`src/rtl/uart_rx_ctrl.sv`:
```
// uart_rx_ctrl: receive-side controller for the UART byte receiver.
//
// Synchronises the raw serial pin and derives 16x oversample ticks from the
// system clock. It validates the start bit at its midpoint, samples 8 data bits
// (LSB first) at mid-bit, and checks the stop bit. Each good byte goes into a
// single-entry valid/ready holding register.
//
// Ports:
//   clk        in   system clock, all logic on posedge
//   reset      in   synchronous active-low reset
//   irx        in   asynchronous serial line, idle high
//   rx_enable  in   receiver enable; low forces and holds IDLE
//   data_out   out  received byte, valid while data_valid=1
//   data_valid out  holding register full
//   data_ready in   consumer accepts byte when data_valid & data_ready
//   frame_err  out  one-cycle pulse: stop bit sampled 0
//   overrun    out  one-cycle pulse: good byte dropped, holding register full
//   busy       out  high whenever the FSM is not IDLE

module uart_rx_ctrl #(
    parameter int unsigned CLK_DIV = 27,
    parameter int unsigned DIV_W   = 16
) (
    input  logic       clk,
    input  logic       reset,
    input  logic       irx,
    input  logic       rx_enable,
    output logic [7:0] data_out,
    output logic       data_valid,
    input  logic       data_ready,
    output logic       frame_err,
    output logic       overrun,
    output logic       busy
);

    localparam logic [DIV_W-1:0] DivMax = DIV_W'(CLK_DIV - 1);

    typedef enum logic [1:0] {StIdle, StStart, StData, StStop} state_e;

    state_e           state_q, state_d;
    logic             sync1_q, rx_s_q;
    logic [DIV_W-1:0] div_q, div_d;
    logic             tick;
    logic [3:0]       samp_q, samp_d;
    logic [2:0]       bit_idx_q, bit_idx_d;
    logic [7:0]       shift_q, shift_d;
    logic [7:0]       data_q, data_d;
    logic             valid_q, valid_d;
    logic             frame_err_q, frame_err_d;
    logic             overrun_q, overrun_d;
    logic             pop, load;

    // The divider is parked at 0 in IDLE, so the first tick of a frame lands
    // CLK_DIV clocks after START is entered.
    assign tick  = (div_q == DivMax);
    assign div_d = (state_q == StIdle || tick) ? '0 : div_q + DIV_W'(1);

    // State register
    always_ff @(posedge clk) begin
        if (!reset) begin
            state_q <= StIdle;
        end else begin
            state_q <= state_d;
        end
    end

    // Next-state logic
    always_comb begin
        state_d = state_q;
        if (!rx_enable) begin
            state_d = StIdle;
        end else begin
            unique case (state_q)
                StIdle:  if (!rx_s_q) state_d = StStart;
                // Mid start bit: a high line here means the low was a glitch.
                StStart: if (tick && samp_q == 4'd7) state_d = rx_s_q ? StIdle : StData;
                StData:  if (tick && samp_q == 4'd15 && bit_idx_q == 3'd7) state_d = StStop;
                StStop:  if (tick && samp_q == 4'd15) state_d = StIdle;
                default: state_d = StIdle;
            endcase
        end
    end

    // Output and datapath next-state logic
    always_comb begin
        busy        = (state_q != StIdle);
        samp_d      = samp_q;
        bit_idx_d   = bit_idx_q;
        shift_d     = shift_q;
        frame_err_d = 1'b0;
        overrun_d   = 1'b0;
        pop         = valid_q & data_ready;
        load        = 1'b0;

        if (!rx_enable) begin
            // Abort: drop the partial byte, raise no flags.
            samp_d    = '0;
            bit_idx_d = '0;
        end else begin
            unique case (state_q)
                StIdle: begin
                    samp_d    = '0;
                    bit_idx_d = '0;
                end
                StStart: begin
                    if (tick) begin
                        samp_d = (samp_q == 4'd7) ? 4'd0 : samp_q + 4'd1;
                    end
                end
                StData: begin
                    if (tick) begin
                        // 4-bit wrap clears the counter at each sample point,
                        // including the hand-off into STOP.
                        samp_d = samp_q + 4'd1;
                        if (samp_q == 4'd15) begin
                            shift_d   = {rx_s_q, shift_q[7:1]};
                            bit_idx_d = bit_idx_q + 3'd1;
                        end
                    end
                end
                StStop: begin
                    if (tick) begin
                        samp_d = samp_q + 4'd1;
                        if (samp_q == 4'd15) begin
                            if (!rx_s_q) begin
                                frame_err_d = 1'b1;
                            end else if (!valid_q || pop) begin
                                load = 1'b1;
                            end else begin
                                overrun_d = 1'b1;
                            end
                        end
                    end
                end
                default: begin
                    samp_d = '0;
                end
            endcase
        end

        data_d  = load ? shift_q : data_q;
        valid_d = load ? 1'b1 : (pop ? 1'b0 : valid_q);
    end

    // Datapath registers
    always_ff @(posedge clk) begin
        if (!reset) begin
            sync1_q     <= 1'b1;
            rx_s_q      <= 1'b1;
            div_q       <= '0;
            samp_q      <= '0;
            bit_idx_q   <= '0;
            shift_q     <= '0;
            data_q      <= '0;
            valid_q     <= 1'b0;
            frame_err_q <= 1'b0;
            overrun_q   <= 1'b0;
        end else begin
            sync1_q     <= irx;
            rx_s_q      <= sync1_q;
            div_q       <= div_d;
            samp_q      <= samp_d;
            bit_idx_q   <= bit_idx_d;
            shift_q     <= shift_d;
            data_q      <= data_d;
            valid_q     <= valid_d;
            frame_err_q <= frame_err_d;
            overrun_q   <= overrun_d;
        end
    end

    assign data_out   = data_q;
    assign data_valid = valid_q;
    assign frame_err  = frame_err_q;
    assign overrun    = overrun_q;

endmodule

```
`config.mk`:
```
export PLATFORM = sky130hd
export DESIGN_NAME = uart_rx_ctrl
export DESIGN_NICKNAME = d
export VERILOG_FILES = /design/src/rtl/uart_rx_ctrl.sv
export SDC_FILE = /design/constraint.sdc
export NUM_CORES = 1
export LEC_CHECK = 0
export CAP_MARGIN = 20
export CORE_MARGIN = 5
export CORE_UTILIZATION = 50
export DETAILED_ROUTE_END_ITERATION = 10
export PLACE_DENSITY = 0.73
export SKIP_CTS_REPAIR_TIMING = 1
export SLEW_MARGIN = 25
export SYNTH_ARGS = -nofsm -noshare
export SYNTH_HDL_FRONTEND = slang
export SYNTH_SLANG_ARGS = --single-unit
```
`constraint.sdc`:
```
create_clock -name clk -period 5.64 [get_ports clk]
set_input_delay 1.128 -clock clk [delete_from_list [all_inputs] [get_ports clk]]
set_output_delay 1.128 -clock clk [all_outputs]
set_load 0.02 [all_outputs]
```
**Word-level counts from Yosys, hierarchy flattened**

Index checks and enable logic that the tools add are counted.

- Equality and inequality tests: 15
- Reductions and logical operators: 19
- Multiplexer cells: 23
- $add $sub $neg: 3
- Bitwise gates (word level): 2

Operators by type and width:

| operator | count |
|---|---|
| 16-bit by 1-bit adder with 16-bit output (second input constant) | 1 |
| 16-bit by 5-bit == test with 1-bit output (second input constant) | 1 |
| 2-bit inequality test (second input constant) | 7 |
| 4-bit two-way mux | 3 |
| 4-bit one-hot mux with 3 select lines | 1 |
| 1-bit two-way mux | 10 |
| 2-bit two-way mux | 5 |
| 2-bit one-hot mux with 4 select lines | 1 |
| 4-bit AND reduction | 2 |
| 3-bit two-way mux | 2 |
| 3-bit one-hot mux with 2 select lines | 1 |
| 6-bit AND reduction | 1 |
| 2-bit nonzero test | 3 |
| 5-bit AND reduction | 1 |
| 4-bit by 1-bit adder with 4-bit output (second input constant) | 1 |
| 2-bit == test (second input constant) | 2 |
| 4-bit by 3-bit == test with 1-bit output (second input constant) | 1 |
| 4-bit == test (second input constant) | 1 |
| 2-bit AND reduction | 2 |
| 2-bit OR reduction | 2 |
| 3-bit by 1-bit adder with 3-bit output (second input constant) | 1 |
| 3-bit == test (second input constant) | 1 |
| 1-bit logical AND | 3 |
| 3-bit AND reduction | 1 |
| 7 further kinds | 8 |

- Word-level logic and storage cells: 73
- Register bits after elaboration: 46

**Depth between registers and ports, before layout**

Gate-level depths: netlist (run 1).

- Depth after elaboration: 9
- Gate-level depth with buffers: 8
- Mapped depth without buffers: 6

**Worst setup path after synthesis (run 1)**

No wires, ideal clock.

- Kind: input-to-reg
- Start point: input data_ready
- End point: register data_q[0], in the netlist data_out[0]
- Data arrival time: 2.015 ns
- Setup time: 0.124 ns
- Buffers on the path: 1
- Data required time: 5.516 ns
- Cell stages on the path: 5
- Path slack: 3.500 ns
- Cell sequence: nand2b_1 > nand3_1 > or4_1 > buf_2 > mux2i_1

- Longest elaborated chain between the ends: 8

Ends and longest elaborated chain:

| item | RTL line | text |
|---|---|---|
| from (decl) | 30 | `input logic data_ready,` |
| 1-bit bitwise AND | 92 | `pop = valid_q & data_ready;` |
| 1-bit logical OR | 127 | `end else if (!valid_q \|\| pop) begin` |
| 1-bit two-way mux | 127 |  |
| 1-bit two-way mux | 125 | `if (!rx_s_q) begin` |
| 1-bit two-way mux | 124 | `if (samp_q == 4'd15) begin` |
| 1-bit two-way mux | 122 | `if (tick) begin` |
| 1-bit two-way mux | 100 | `unique case (state_q)` |
| 1-bit two-way mux | 95 | `if (!rx_enable) begin` |
| to (signal assigned) | 165 | `data_q <= data_d;` |
| to (decl) | 47 | `logic [7:0] data_q, data_d;` |

Every way passes these cells.
A chain may end at the register's enable or synchronous reset.

**Final worst setup path (run 1)**

- Start point: input reset
- End point: register div_q[15]

- Longest elaborated chain between the ends: 2

Ends and longest elaborated chain:

| item | RTL line | text |
|---|---|---|
| from (decl) | 25 | `input logic reset,` |
| 1-bit inverter (no source line) | - |  |
| 2-bit OR reduction (no source line) | - |  |
| to (signal assigned) | 161 | `div_q <= div_d;` |
| to (decl) | 42 | `logic [DIV_W-1:0] div_q, div_d;` |

Every way passes these cells.

==> results of run 1 <==
==> critical path, cell delays in order <==
cell and delay, ps:
clkdlybuf4s50_1 1000, nand3_1 670, nor2_1 250
==> cells in the final DEF (no fill, tap or decap), drive strengths merged <==
cell	count
a21boi	1
a21oi	3
a311oi	1
a31oi	1
and3	2
and4	2
and4bb	1
clkbuf	5
clkdlybuf4s50	16
clkinv	1
clkinvlp	1
dfxtp	46
ha	5
inv	7
mux2i	18
nand2	32
nand2b	3
nand3	12
nand3b	1
nand4	8
nor2	19
nor2b	1
nor3	9
nor3b	3
nor4	8
nor4b	1
nor4bb	1
o211ai	1
o21ai	1
o21bai	1
o31ai	1
or2	1
or3	2
or4	3
xnor2	10
xor2	5
==> routing by layer <==
layer  track usage (%)  vias up
met5                 0        -
met4              6.64        0
met3              4.10        7
met2              22.1       18
met1              20.4      705
li1                  -      787
==> power groups by stage <==
stage	clock network (uW)	logic, uW	registers [uW]
2_1_floorplan	0	5.20	334
3_3_place_gp	0	9.05	334
3_5_place_dp	0	9.19	334
4_1_cts	216	9.20	326
5_1_grt	229	10.1	327
6_report	209	9.12	326
==> sequential cells by signal, summed over array words and instances, names as in the netlist, 3 cells and up, named ones only <==
signal / count
samp_q: 4
div_q: 16
shift_q: 8
data_out: 8
bit_idx_q: 3
==> logic make-up after synthesis <==
group	Yosys count
AOI/OAI and AO/OA	10
and+or+nand+nor	109
muxes	18
adders and majority gates	5
buffers and inverters	19
xor gates and xnor gates	15
DFF	46
==> per-stage QoR <==
step           cells  util (%)  total power (uW)
5_1_grt          283      57.4               566
6_report         283      57.4               544
3_3_place_gp     275      55.0               343
2_1_floorplan    222         -               339
4_1_cts          283      57.4               552
3_5_place_dp     275      55.0               343
==> cell type report <==
type	count	area (sq um)
Fill cell	374	1690
Multi-Input combinational cell	157	1020
Sequential cell	46	921
Timing Repair Buffer	16	160
Clock buffer	5	68.8
Tap cell	50	62.6
Clock inverter	3	25.0
Inverter	6	22.5
==> worst paths after layout <==
check	startpoint	end	slack (ps)
setup / recovery	reset	div_q[15]	2810
hold / removal	sync1_q	rx_s_q	410
setup reg to reg	div_q[0]	data_out[6]	3230
hold reg to reg	sync1_q	rx_s_q	410
==> metrics.csv, run 1 <==
stage;metric;value;unit
clock_tree;CTS H-Tree Depth;2;
detailed_routing;Detail Route Antenna Nets;0;
synth;Synth cell types;40;
synth;syn_area_per_cell;9.15;sq um
die;Die H;73.8;um
place;pre-CTS setup slack;2440;ps
detailed_routing;top layer in use;met4;
clock_tree;Skew-Pair Late Insertion Delay;310;ps
critical_path;crit path max fanout;25;
synth;main combinational cell family by area after synthesis;simple AND/OR/NAND/NOR gates;
place;Placed Instance Area;2190;sq um
synth;number of synthesized register bits;46;
sta;relative slew slack;45.4;%
global_routing;pin count of the biggest net entering global routing;26;
synth;multiplexer area fraction after synthesis;8.87;%
synth;most common cell in the netlist;dfxtp_1;
power;Gate power share;1.7;%
synth;Mapped Area;2030;sq um
place;Final Wtd Congestion;0.803;
die;Die ar.;5440;sq um
finish;fin area;2280;sq um
detailed_routing;drt via density;5.36;
critical_path;cell depth of the worst flop-to-flop path;6;
power;Power Internal;419;uW
power;VDD IR max;0.000142;V
synth;top post-synthesis cells by area;dfxtp_1 45%, mux2i_1 8.9%, nand2_1 5.9%;
sta;f_max;353;MHz
sta;crit path time final;2830;ps
global_routing;initial antenna violation count;0;
finish;ant diodes;0;
synth;Synth Flop Type;dfxtp_1;
sta;hold slack;414;ps
critical_path;critical path data required time;5870;ps
die;Core Rows;23;
detailed_routing;Initial DRC Count;96;
critical_path;CP endpoint kind;register;
global_routing;first-pass GRT wire length;6370;um
detailed_routing;Residual DRC;0;
critical_path;type of origin of the critical path;input port;
die;Starting Density;51.2;%
synth;sequential share of the synthesized area;45.3;%
min_path;Worst Hold Class;reg -> reg;
synth;Yosys top cell by area;dfxtp_1;
sta;worst clock skew;4.32;ps
global_routing;global route overflow;0;
die;die width;73.8;um
die;Core Footprint;3970;sq um
critical_path;WS Path Type;in -> reg;
synth;top cell type's share of synthesized area;45.3;%
clock_tree;clock sink total;46;
finish;Layout area overhead;12.2;%
clock_tree;CTS Buffer Depth;2;
detailed_routing;DR pass1 iterations;4;
synth;simple-gate area share of the yosys netlist;28.6;%
sta;Least-Margin Pin Slew;817;ps
run;max_cap viols;0;
synth;Post-synth ARST share;0;%
power;Net Sw Frac;23.0;%
detailed_routing;met2 wire len;1620;um
sta;setup_tns;0;ps
synth;Ys Warns;0;
power;NetSw;125;uW
place;PortBufs;16;
global_routing;Tot GR Track Use;15.0;%
synth;post-synthesis xor/xnor area fraction;6.47;%
place;HPWL after DPL;2480;um
clock_tree;CTS clock-pin slew for the worst setup and hold paths;90;ps
status;status;finished clean;
finish;Total Nets Final;242;
detailed_routing;Routed WL;3600;um
sta;Final setup violation count;0;
clock_tree;CTS root buf;clkbuf_8;
min_path;Worst Hold Depth;1;
sta;RSZ-0062 raised after global routing;no;
power;Cell Pwr Density;239;nW/um^2
finish;layout cells sized above 1;5.58;%
critical_path;CP arrival;3060;ps
clock_tree;CTS tree;done;
power;Clock power frac;38.4;%
detailed_routing;via count;1517;
detailed_routing;WL met3;113;um
global_routing;vias in the first global route;1386;
synth;Syn Inst Count;222;
power;register share of total power;59.9;%
detailed_routing;average wire per standard cell;12.7;um
detailed_routing;WL met1;1810;um
sta;Final Hold Fails;0;
die;Top Ports;17;
synth;Adder-Cell Fraction of Synth Area;3.08;%
sta;setup slack after layout;2810;ps
clock_tree;number of CTS-inserted buffers;5;
sta;Slew Limit Fails;0;
power;leakage;0.000850;uW
synth;Synth Area in Compound Gates;3.20;%
synth;Post-synth EDFFs;0;
synth;Syn Nets;232;
synth;Synth top cells by count;46 x dfxtp_1, 32 x nand2_1, 19 x nor2_1;
sta;Final period util;50.2;%
Note: power is estimated with default switching activity, not from simulation.
==> run 2, diff against run 1 <==
PLACE_DENSITY = 0.76   (was 0.73)
clock period = 2.42 ns   (was 5.64 ns; I/O delays follow)
==> run 2 against run 1 <==
First-iteration DRC count fell by 8.3%. Final area rose by 1.5%. Flip-flop and latch count did not move. Sequential share of layout area fell by 0.59 points. Wire length rose by 7.7%. Cell count rose by 0.71%. Clock power rose to 2.8 times the previous value. Critical endpoint is now data_out[7].
==> metrics.csv, run 2 (synthesized netlist as in run 1, its figures left out) <==
stage;metric;value;unit;change
sta;relative slew slack;57.5;%;+12 points
finish;Top reg by flops;div_q;;
critical_path;crit-path max cell delay;750;ps;-250 ps
clock_tree;number of CTS-inserted buffers;5;;unchanged
critical_path;Worst path depth;6;;+3
die;Starting Density;51.2;%;unchanged
critical_path;CP arrival;2280;ps;-780 ps
critical_path;crit path max fanout;9;;-64%
die;Die ar.;5440;sq um;unchanged
critical_path;worst path bufs/invs;1;;unchanged
finish;fin cells;285;;+0.71%
min_path;Min-Delay Startpoint;sync1_q;;
sta;worst clock skew;7.40;ps;+3.09 ps
finish;ant diodes;0;;unchanged
clock_tree;CTS clock-pin slew for the worst setup and hold paths;90;ps;about the same
critical_path;CP max stage cell;or4_1;;
detailed_routing;drt via density;5.41;;+0.93%
clock_tree;CTS Buffer Depth;2;;unchanged
critical_path;CP top delay family;simple AND/OR/NAND/NOR gates;;
finish;Post-Route Utilization;58.3;%;+0.85 points
sta;setup_tns;0;ps;unchanged
critical_path;type of origin of the critical path;register;;
global_routing;Tot GR Track Use;16.3;%;+1.3 points
critical_path;critical path data required time;2600;ps;-3270 ps
detailed_routing;Residual DRC;0;;unchanged
run;max_cap viols;0;;unchanged
sta;f_max;476;MHz;
global_routing;first-pass GRT wire length;6890;um;+8.2%
clock_tree;CTS root buf;clkbuf_8;;
status;status;finished clean;;
finish;commonest cells after routing, fill and taps aside;46 x dfxtp_1, 32 x nand2_1, 19 x nor2_1, 18 x mux2i_1, 16 x clkdlybuf4s50_1;;
critical_path;cell depth of the worst flop-to-flop path;6;;unchanged
critical_path;worst flop-to-flop path startpoint;div_q[0];;
critical_path;CP endpoint kind;register;;
sta;RSZ-0062 raised after global routing;no;;
power;VDD IR max;0.000428;V;+200%
sta;Slew Limit Fails;0;;unchanged
place;HPWL after DPL;2730;um;+9.9%
place;Post-Place Cells;277;;+0.73%
finish;Reg area;921;sq um;unchanged
sta;Final setup violation count;0;;unchanged
finish;most common cell after layout, fill and taps aside;dfxtp_1;;
global_routing;initial antenna violation count;0;;unchanged
place;PortBufs;16;;unchanged
place;Final Wtd Congestion;0.796;;-0.83%
die;Core Footprint;3970;sq um;unchanged
critical_path;worst-path cell chain;inv_1 -> ha_1 -> nor3b_1 -> nand4_1 -> or4_1 -> mux2i_1;;
finish;Largest register FFs;16;;unchanged
finish;Layout area overhead;13.9;%;
power;Cell Pwr Density;587;nW/um^2;+150%
die;die width;73.8;um;unchanged
critical_path;Critical Path Source;div_q[0];;
power;leakage;0.000872;uW;+2.7%
global_routing;global route overflow;0;;unchanged
finish;Filler cells;373;;-0.27%
finish;Total Nets Final;244;;+0.83%
detailed_routing;Initial DRC Count;88;;-8.3%
clock_tree;clock sink total;46;;unchanged
detailed_routing;DR pass1 iterations;4;;unchanged
sta;Final Hold Fails;0;;unchanged
min_path;Worst Hold Class;reg -> reg;;
detailed_routing;Detail Route Antenna Nets;0;;unchanged
min_path;Worst Hold Depth;1;;unchanged
detailed_routing;average wire per standard cell;13.6;um;+6.9%
die;Core Rows;23;;unchanged
power;power after layout;1360;uW;+150%
detailed_routing;via count;1542;;+1.6%
clock_tree;CTS H-Tree Depth;2;;unchanged
clock_tree;CTS tree;done;;
clock_tree;Skew-Pair Late Insertion Delay;300;ps;about the same
critical_path;WS Path Type;reg -> reg;;
finish;multi-input combinational cell area;1020;sq um;unchanged
place;pre-CTS setup slack;156;ps;-2280 ps
critical_path;r2r setup slk;320;ps;-2910 ps
finish;layout cells sized above 1;6.38;%;+0.80 points
sta;Least-Margin Pin Slew;636;ps;-180 ps
die;Die H;73.8;um;unchanged
global_routing;pin count of the biggest net entering global routing;22;;-15%
sta;setup slack after layout;320;ps;-2490 ps
sta;Final period util;86.8;%;
sta;crit path time final;2100;ps;
detailed_routing;Routed WL;3880;um;+7.7%
global_routing;vias in the first global route;1469;;+6.0%
die;Top Ports;17;;unchanged
run 2: cell count changes in the layout (fill, tap and decap cells not counted), sizes merged:
cell      previous run  this run
clkinvlp             1         0
bufinv               0         1
buf                  0         2
run 2: final cells by class:
class	count	area share (%)
Multi-Input combinational cell	157	44.1
Sequential cell	46	39.8
Timing Repair Buffer	18	7.57
Clock buffer	5	2.97
Tap cell	50	2.70
Clock inverter	3	1.89
Inverter	6	0.973
run 2: path summary, 6_finish.rpt:
kind | endpoint
setup / recovery | data_out[7]
hold / removal | rx_s_q
setup reg to reg | data_out[7]
hold reg to reg | rx_s_q
run 2: through the flow:
stage / cell area (sq um) / hold WS [ps]
floorplan: 2030 / 386
global placement: 2200 / 390
detailed placement: 2200 / 403
CTS: 2310 / 427
global route: 2310 / 445
finish: 2310 / 415
run 2: worst register-to-register path, cell delays in order (launching register included):
cell and delay [ps]:
dfxtp_1 350, inv_1 70, ha_1 170, nor3b_1 270
nand4_1 170, or4_1 750, mux2i_1 210
run 2: per-layer routing:
layer	routed length (um)	GRT usage, %	share of wire (%)	vias up
met5	0	0	0	-
met4	62	6.04	1.6	0
met3	160	4.51	4.1	6
met2	1830	26.2	47	25
met1	1830	20.7	47	716
li1	-	-	-	795
run 2: where the power goes:
part	leakage (uW)	internal, uW	switching, uW
Clock	0.0000585	309	265
Combinational	0.000443	10.6	12.2
Sequential	0.000371	758	2.09
Total	0.000872	1080	280
==> run 3, diff against run 2 <==
MAX_ROUTING_LAYER = met4   (was default)
==> run 3 against run 2 <==
Sequential share of layout area stayed put. Final area unchanged. Utilization unchanged. Clock-buffer cell count stayed put. Die area did not move. Global-route usage rose by 0.47 points. Sequential power is essentially flat. Cell count stayed put.
==> metrics.csv, run 3 (synthesized netlist as in run 1, its figures left out) <==
stage;metric;value;unit;change
critical_path;CP arrival;2270;ps;about the same
min_path;Min-Delay Startpoint;sync1_q;;
clock_tree;CTS clock-pin slew for the worst setup and hold paths;90;ps;about the same
place;Final Wtd Congestion;0.807;;+1.4%
critical_path;crit path max fanout;9;;unchanged
global_routing;global route overflow;0;;unchanged
sta;worst clock skew;7.23;ps;-0.168 ps
sta;RSZ-0062 raised after global routing;no;;
detailed_routing;drt via density;5.41;;about the same
critical_path;critical path data required time;2600;ps;about the same
die;Core Rows;23;;unchanged
detailed_routing;Routed WL;3880;um;about the same
run;max_cap viols;0;;unchanged
critical_path;CP endpoint kind;register;;
die;Die ar.;5440;sq um;unchanged
sta;setup slack after layout;323;ps;+2.53 ps
die;Die H;73.8;um;unchanged
finish;ant diodes;0;;unchanged
detailed_routing;Residual DRC;0;;unchanged
power;VDD IR max;0.000427;V;-0.10%
die;Core Footprint;3970;sq um;unchanged
finish;most common cell after layout, fill and taps aside;dfxtp_1;;
sta;Least-Margin Pin Slew;637;ps;+0.559 ps
detailed_routing;Detail Route Antenna Nets;0;;unchanged
detailed_routing;via count;1543;;+0.065%
die;Top Ports;17;;unchanged
sta;f_max;477;MHz;+0.12%
detailed_routing;DR pass1 iterations;4;;unchanged
finish;Top reg by flops;div_q;;
critical_path;Critical Path Source;div_q[0];;
clock_tree;number of CTS-inserted buffers;5;;unchanged
clock_tree;CTS tree;done;;
clock_tree;clock sink total;46;;unchanged
finish;commonest cells after routing, fill and taps aside;46 x dfxtp_1, 32 x nand2_1, 19 x nor2_1, 18 x mux2i_1, 16 x clkdlybuf4s50_1;;
global_routing;pin count of the biggest net entering global routing;22;;unchanged
status;status;finished clean;;
detailed_routing;average wire per standard cell;13.6;um;about the same
min_path;Worst Hold Class;reg -> reg;;
place;pre-CTS setup slack;156;ps;unchanged
place;PortBufs;16;;unchanged
sta;Final Hold Fails;0;;unchanged
die;Starting Density;51.2;%;unchanged
clock_tree;CTS Buffer Depth;2;;unchanged
finish;fin cells;285;;unchanged
finish;Total Nets Final;244;;unchanged
sta;crit path time final;2100;ps;-2.53 ps
clock_tree;CTS root buf;clkbuf_8;;
sta;setup_tns;0;ps;unchanged
finish;Layout area overhead;13.9;%;unchanged
global_routing;initial antenna violation count;0;;unchanged
power;Cell Pwr Density;587;nW/um^2;about the same
detailed_routing;Initial DRC Count;82;;-6.8%
critical_path;worst flop-to-flop path startpoint;div_q[0];;
sta;relative slew slack;57.4;%;about the same
sta;Final period util;86.7;%;-0.10 points
finish;layout cells sized above 1;6.38;%;unchanged
place;HPWL after DPL;2730;um;unchanged
clock_tree;Skew-Pair Late Insertion Delay;300;ps;about the same
sta;Slew Limit Fails;0;;unchanged
power;leakage;0.000872;uW;unchanged
finish;Largest register FFs;16;;unchanged
global_routing;Tot GR Track Use;16.8;%;+0.47 points
global_routing;first-pass GRT wire length;6880;um;-0.20%
global_routing;vias in the first global route;1470;;+0.068%
critical_path;type of origin of the critical path;register;;
critical_path;WS Path Type;reg -> reg;;
sta;Final setup violation count;0;;unchanged
clock_tree;CTS H-Tree Depth;2;;unchanged
die;die width;73.8;um;unchanged
place;Post-Place Cells;277;;unchanged
-- run 3: metrics by stage --
stage,total power [uW],hold slack [ps],instance area (sq um),utilization (%)
3_5_place_dp,801,403,2200,55.4
5_1_grt,1410,444,2310,58.3
3_3_place_gp,801,390,2200,55.4
6_report,1360,415,2310,58.3
2_1_floorplan,790,386,2030,-
4_1_cts,1370,427,2310,58.3
-- run 3: final timing paths --
path | to | slack, ps | cells past startpoint
worst max register to register | data_out[7] | 320 | 6
worst min register to register | rx_s_q | 410 | 1
worst min-delay path | rx_s_q | 410 | 1
worst max-delay path | data_out[7] | 320 | 6
-- run 3: routing by layer --
| metal | vias to the layer above | GRT usage, % | share of wire (%) |
|---|---|---|---|
| li1 | 795 | - | - |
| met1 | 717 | 20.6 | 47 |
| met2 | 25 | 26.3 | 47 |
| met3 | 6 | 4.51 | 4.3 |
| met4 | 0 | 6.04 | 1.6 |
| met5 | - | - | 0 |
-- run 3: worst max-delay path, cell delays in order (launching register included) --
cell and delay, ps:
dfxtp_1 350, inv_1 60, ha_1 170, nor3b_1 270, nand4_1 170, or4_1 750, mux2i_1 200
-- run 3: final cells by class --
| type | count | area, sq um |
|---|---|---|
| fill | 373 | 1660 |
| multi-input combinational | 157 | 1020 |
| sequential | 46 | 921 |
| timing repair buffer | 18 | 175 |
| clock buffer | 5 | 68.8 |
| tap | 50 | 62.6 |
| clock inverter | 3 | 43.8 |
| inverter | 6 | 22.5 |
-- run 3: where the power goes --
| group | switching, uW | internal [uW] |
|---|---|---|
| Clock | 265 | 309 |
| Combinational | 12.2 | 10.6 |
| Sequential | 2.09 | 758 |
| Total | 279 | 1080 |
